File: src/rtl/priority_request_server.sv
// rtl/priority_request_server.sv - pending-request register with a valid/ready grant offer FSM.
// Fixed lowest-index winner by default; define PRIORITY_REQUEST_SERVER_RR_EN for round-robin.
module priority_request_server #(
  parameter int WIDTH = 16,
  parameter int SPLIT = 4
) (
  input  logic                     clk,
  input  logic                     rst_n,
  input  logic [WIDTH-1:0]         req_set,
  input  logic [WIDTH-1:0]         req_clr,
  output logic [WIDTH-1:0]         pnd,
  output logic                     grt_vld,
  input  logic                     grt_rdy,
  output logic [$clog2(WIDTH)-1:0] grt_idx,
  output logic [WIDTH-1:0]         grt_oht
);
  localparam int IW = $clog2(WIDTH);
  localparam int NG = (WIDTH + SPLIT - 1) / SPLIT;

  typedef enum logic {IDLE, OFFER} state_t;
  state_t state, state_nxt;

  logic             hs;
  logic             load;
  logic             drop;
  logic [WIDTH-1:0] pnd_nxt;
  logic [WIDTH-1:0] search;
  logic [IW-1:0]    win;

  // Two-level search: pick the lowest non-empty group of SPLIT lines, then the lowest line in it.
  function automatic logic [IW-1:0] first_set(input logic [WIDTH-1:0] v);
    int            grp;
    logic          hit;
    logic [IW-1:0] idx;
    grp = 0;
    for (int g = NG - 1; g >= 0; g--) begin
      hit = 1'b0;
      for (int i = 0; i < WIDTH; i++)
        if (v[i] && (i / SPLIT == g)) hit = 1'b1;
      if (hit) grp = g;
    end
    idx = '0;
    for (int i = WIDTH - 1; i >= 0; i--)
      if (v[i] && (i / SPLIT == grp)) idx = IW'(i);
    return idx;
  endfunction

  assign hs      = grt_vld & grt_rdy;
  // The offered line ignores req_clr; only the handshake retires it, and req_set always wins.
  assign pnd_nxt = req_set | (pnd & ~(req_clr & ~grt_oht) & ~(hs ? grt_oht : '0));
  assign search  = pnd & ~grt_oht;
  assign grt_vld = (state == OFFER);

`ifdef PRIORITY_REQUEST_SERVER_RR_EN
  logic [IW-1:0]    rr_ptr;
  logic [IW-1:0]    base;
  logic [WIDTH-1:0] rot;

  // On a back-to-back handshake the pointer is being advanced this edge, so search from it directly.
  assign base = (state == OFFER) ? grt_idx + IW'(1) : rr_ptr;
  assign rot  = (search >> base) | (search << (WIDTH - int'(base)));
  assign win  = first_set(rot) + base;

  always_ff @(posedge clk or negedge rst_n) begin
    if (!rst_n)  rr_ptr <= '0;
    else if (hs) rr_ptr <= grt_idx + IW'(1);
  end
`else
  assign win = first_set(search);
`endif

  always_comb begin
    state_nxt = state;
    load      = 1'b0;
    drop      = 1'b0;
    case (state)
      IDLE: if (|pnd) begin
        state_nxt = OFFER;
        load      = 1'b1;
      end
      OFFER: if (grt_rdy) begin
        if (|search) begin
          load = 1'b1;
        end else begin
          state_nxt = IDLE;
          drop      = 1'b1;
        end
      end
      default: state_nxt = IDLE;
    endcase
  end

  always_ff @(posedge clk or negedge rst_n) begin
    if (!rst_n) begin
      state   <= IDLE;
      pnd     <= '0;
      grt_idx <= '0;
      grt_oht <= '0;
    end else begin
      state <= state_nxt;
      pnd   <= pnd_nxt;
      if (load) begin
        grt_idx <= win;
        grt_oht <= WIDTH'(1) << win;
      end else if (drop) begin
        grt_idx <= '0;
        grt_oht <= '0;
      end
    end
  end
endmodule
File: config.mk
export PLATFORM = sky130hd
export DESIGN_NAME = priority_request_server
export DESIGN_NICKNAME = d
export VERILOG_FILES = /design/src/rtl/priority_request_server.sv
export SDC_FILE = /design/constraint.sdc
export NUM_CORES = 1
export LEC_CHECK = 0
export BUFFER_PORTS_ARGS = -buffer_cell sky130_fd_sc_hd__buf_2
export CAP_MARGIN = 25
export CORE_AREA = 2 2 56 79
export CTS_CLUSTER_DIAMETER = 60
export DETAILED_ROUTE_END_ITERATION = 10
export DIE_AREA = 0 0 58 81
export PLACE_DENSITY = 0.85
export SYNTH_ARGS = -nofsm -noshare
export SYNTH_HDL_FRONTEND = slang
export SYNTH_SLANG_ARGS = --single-unit
File: constraint.sdc
create_clock -name clk -period 2.19 [get_ports clk]
set_input_delay 0.438 -clock clk [delete_from_list [all_inputs] [get_ports clk]]
set_output_delay 0.438 -clock clk [all_outputs]
set_load 0.005 [all_outputs]
---- After elaboration in Yosys (flattened, before gate mapping) ----
Cells that the tools add are included.
word-level totals
  bits in registers ....................... 37
  input bits .............................. 35
  output and inout bits ................... 37
  word-level logic and storage cells ...... 88
cells by class
  equality and inequality tests ........... 3
  shift operators ......................... 1
  muxes and demuxes ....................... 50
  bitwise gates (word level) .............. 10
  reductions and logical operators ........ 20
operator list
  operator                                           number
  two-way mux 4 bit                                  18
  AND 16 bit                                         4
  == test 3 x 32 -> 1 bit (first input constant)     2
  two-way mux 16 bit                                 3
  NOT 16 bit                                         3
  == test 2 x 32 -> 1 bit (first input constant)     1
  logical NOT 32 bit                                 1
  OR reduction 16 bit                                2
  two-way mux 1 bit                                  23
  logical AND 1 bit                                  16
  bitwise OR 16 bit                                  1
  << shifter 1 x 4 -> 16 bit (first input constant)  1
  two-way mux 2 bit                                  4
  one-hot mux 1 bit (2 select lines)                 2
  nonzero test 2 bit                                 1
  AND 1 bit                                          1
  NOT 1 bit                                          1

---- Longest topological paths before layout ----
  depth after elaboration ................. 30
  gate-level depth with buffers ........... 7

---- Worst setup path after synthesis ----
OpenSTA, ideal clock, no wires.
  path kind ............................... reg2reg
  from .................................... register pnd[15]
  to ...................................... register grt_oht[6]
  arrival ................................. 1.623 ns
  data required time ...................... 2.113 ns
  path slack .............................. 0.490 ns
  stages on the path, launching flop included .. 7
  path buffers ............................ 0
  cells stage by stage .................... dfrtp_1 -> or2b_1 -> o21ai_1 -> a41o_1 -> a22oi_2 -> or3b_4 -> o21ai_1
on the way
  cells in the longest elaborated chain, start to end .. 26
RTL lines
  element                           line  RTL
  start, declared                   11    output logic [WIDTH-1:0] pnd,
  start signal, assigned            101   pnd <= pnd_nxt;
  AND 16 bit                        51    assign search = pnd & ~grt_oht;
  two-way mux 1 bit                 39    if (v[i] && (i / SPLIT == g)) hit = 1'b1;
  two-way mux 2 bit (4 in series)   40    if (hit) grp = g;
  == test 3 x 32 -> 1 bit           44    if (v[i] && (i / SPLIT == grp)) idx = IW'(i);
  logical AND 1 bit                 44
  two-way mux 4 bit (16 in series)  44
  << shifter 1 x 4 -> 16 bit        104   grt_oht <= WIDTH'(1) << win;
  two-way mux 16 bit                102   if (load) begin
  end signal, assigned              104
  end, declared                     15    output logic [WIDTH-1:0] grt_oht
Parallel ways exist; a longest one is shown, timed or not.
A chain may end at the register's enable or synchronous reset.

---- Worst setup path after layout ----
  from .................................... register pnd[6]
  to ...................................... register grt_oht[9]
on the way
  cells in the longest elaborated chain, start to end .. 25
RTL lines
  element                           line
  AND 16 bit                        51
  two-way mux 1 bit (2 in series)   39
  two-way mux 2 bit (2 in series)   40
  == test 3 x 32 -> 1 bit           44
  logical AND 1 bit                 44
  two-way mux 4 bit (16 in series)  44
  << shifter 1 x 4 -> 16 bit        104
  two-way mux 16 bit                102
Parallel ways exist; a longest one is shown, timed or not.

==> qor.csv <==
metric,value,unit
area of the die,4700,um^2
H-Tree Depth,2,
required time of the critical path,2.38,ns
Initial Utilization,46.9,%
sequential area share after synthesis,48.6,%
clock share of power,32.2,%
"critical path fanouts, max",6,
CTS max path bufs,2,
first-pass GRT wire length,8.35,mm
worst reg2reg path depth,6,
Final setup viols,0,
Yosys Warn Count,0,
postcts setup bufs,0,
met1 WL,2.00,mm
part of the cycle the worst path needs,95.9,%
Post-synth EDFFs,0,
Final Power,0.00191,W
capture point of the critical path,grt_oht[9]$_DFFE_PN0P_,
complex-gate fraction of the synthesized area,23.8,%
vias,1868,
f_max,476,MHz
Power Density,772,nW/um^2
Boundary Pins,72,
most frequent cells after synthesis,"nand2_1, dfrtp_1, o21ai_0, a21o_1, nand2b_1",
layout cells sized above 1,33.6,%
Final Max Slew Viols,0,
Die W,58,um
setup_tns,0,ns
DR WL met3,270,um
Routed WL per cell,16.0,um
combinational family with the most area after synthesis,simple AND/OR/NAND/NOR gates,
GRT Total Usage,24.1,%
P_int,0.00133,W
Post-Synthesis Cell Area,1910,um^2
routability cong.,0.884,
Top Metal Used,met4,
Vias/cell,5.64,
FF-to-FF End,grt_oht[9]$_DFFE_PN0P_,
CTS root buf,clkbuf_8,
most common cell in the netlist,nand2_1,
GRT overflow,0,
Post-Synth Adder-Cell Area,0,%
Layout Skew,0.00503,ns
core area,4060,um^2
simple-gate area share of the yosys netlist,26.4,%
Port Buffer Count,71,
post-DP HPWL,4.09,mm
syn_nets,240,
Comb power frac,24.7,%
Synth Instances,205,
pin count of the biggest net entering global routing,38,
Synth Area per Inst,9.30,um^2
peak supply drop,0.626,mV
P_leak,1.20,nW
final hold violations,0,
Sw Share,30.2,%
element type at the critical path start,register,
CP endpoint kind,register,
Synth Register Bits,37,
Die Span Y,81,um
sequential power share,43.1,%
clk sinks,37,
worst setup slack after layout,0.0900,ns
worst skew pair latency,0.29,ns
asr flop ratio synth,100,%
"area leader, netlist",dfrtp_1,
Crit path arrival time,2.29,ns
dominant cells by area after synthesis,"dfrtp_1, nand2_1, o21ai_0",
Max-Cap Viols,0,
WS Path Type,register to register,
vias in the first global route,1801,
status,"finished, final reports clean",
Area Growth Syn to Fin,29.3,%
WL final,5.29,mm
mux contribution to synthesized area,0,%
NetSw,0.000574,W
First DRT Iteration DRCs,73,
cts bufs inserted,5,
worst r2r src,pnd[6]$_DFF_PN0_,
unrepaired setup endpoints after global routing,false,
top_reg_cell synth,dfrtp_1,
Tmin final,2.10,ns
detailed-route DRC error count,0,
Synth Area in XOR/XNOR,0,%
r2r setup slk,0.09,ns
type of the tightest min-delay check,primary input to asynchronous set/reset pin,
pre-CTS setup slack,0.109,ns
Yosys cell types,40,
Final #Nets,320,
"Reg clk slew, reported paths",0.07,ns
Least-Margin Pin Slew,0.819,ns
initial antenna violation count,0,
CTS tree,done,
post-route ant nets,0,
DRT Pass-1 Iters,5,
Yosys top cell area share,48.6,%
Worst Setup SP,pnd[6]$_DFF_PN0_,
met2 wire length,2.87,mm
diodes inserted,0,
Rows,28,
relative slew slack,45.4,%
## layer usage
layer	global-route usage [%]	vias up
met4	8.60	0
met1	27.0	895
li1	-	901
met2	44.0	59
met3	5.57	13
met5	0	-
## flip-flops by register name (all words and copies together) (netlist names)
signal and count:
grt_oht 16, pnd 16, grt_idx 4, grt_vld 1
## cells by family (layout without fill, tap and decap cells)
kind of cell,Yosys count,in the layout
flip-flops,37,37
AO/OA/AOI/OAI,72,72
AND/OR/NAND/NOR,90,90
buffers and inverters,6,87
## worst min-delay path by stage
| stage | start | end | slack, ns | depth (start not counted) |
|---|---|---|---|---|
| global route | rst_n | pnd[9]$_DFF_PN0_ | 0.31 | 1 |
| global placement | grt_idx[3]$_DFFE_PN0P_ | grt_idx[3]$_DFFE_PN0P_ | 0.48 | 2 |
| floorplan | rst_n | grt_idx[0]$_DFFE_PN0P_ | 0.14 | 0 |
| detailed placement | grt_idx[3]$_DFFE_PN0P_ | grt_idx[3]$_DFFE_PN0P_ | 0.46 | 2 |
| CTS | rst_n | grt_idx[0]$_DFFE_PN0P_ | 0.27 | 1 |
| finish | rst_n | pnd[4]$_DFF_PN0_ | 0.24 | 1 |
## layout make-up
cell class | count | area, um^2
clock buffer | 7 | 86.3
clock inverter | 1 | 30.0
fill | 358 | 1600
inverter | 3 | 11.3
multi-input combinational | 162 | 963
sequential | 37 | 926
tap | 45 | 56.3
timing repair buffer | 76 | 393
## power by group through the flow
stage,combinational (W),clock [W],sequential [W]
6_report,0.000470,0.000614,0.000821
5_1_grt,0.000521,0.000649,0.000829
4_1_cts,0.000472,0.000621,0.000820
3_5_place_dp,0.000468,0,0.000833
2_1_floorplan,0.000261,0,0.000830
3_3_place_gp,0.000470,0,0.000829
## repair_timing
action | in CTS | in global routing
setup endpoints to repair | 0 | 2
resized for setup | 0 | 1
hold buffers | 0 | 0
## cell usage in the layout, fill, tap and decap left out, types with 2 or more instances in the layout
master / netlist / routed
buf_2: 1 / 71
nand2_1: 41 / 41
dfrtp_1: 37 / 37
o21ai_0: 28 / 28
a21o_1: 17 / 17
nand2b_1: 9 / 9
nor2_1: 6 / 6
o21ai_1: 6 / 6
clkbuf_8: 0 / 6
nor2b_1: 5 / 5
a21oi_1: 5 / 5
buf_4: 0 / 5
or2b_1: 4 / 4
nand4_1: 4 / 4
nand2b_4: 3 / 3
nor4_1: 4 / 3
inv_1: 3 / 3
o31ai_1: 3 / 3
nand3_1: 3 / 3
and2_1: 2 / 2
a31oi_1: 2 / 2
## through the flow
step	util, %	std cells	hold slack (ns)	instance area (um^2)
2_1_floorplan	-	205	0.142	1910
3_3_place_gp	57.7	323	0.476	2340
3_5_place_dp	57.7	323	0.463	2340
4_1_cts	60.5	331	0.267	2460
5_1_grt	60.7	331	0.308	2470
6_report	60.7	331	0.237	2470
## worst max-delay path: stages (launching register included)
cell and delay [ns]:
dfrtp_1 0.45, nor4_1 0.51, nand4_1 0.18, nor2_1 0.20, a21oi_1 0.16, and3_1 0.24, a32o_1 0.25
Power figures use the tool's default switching activity.
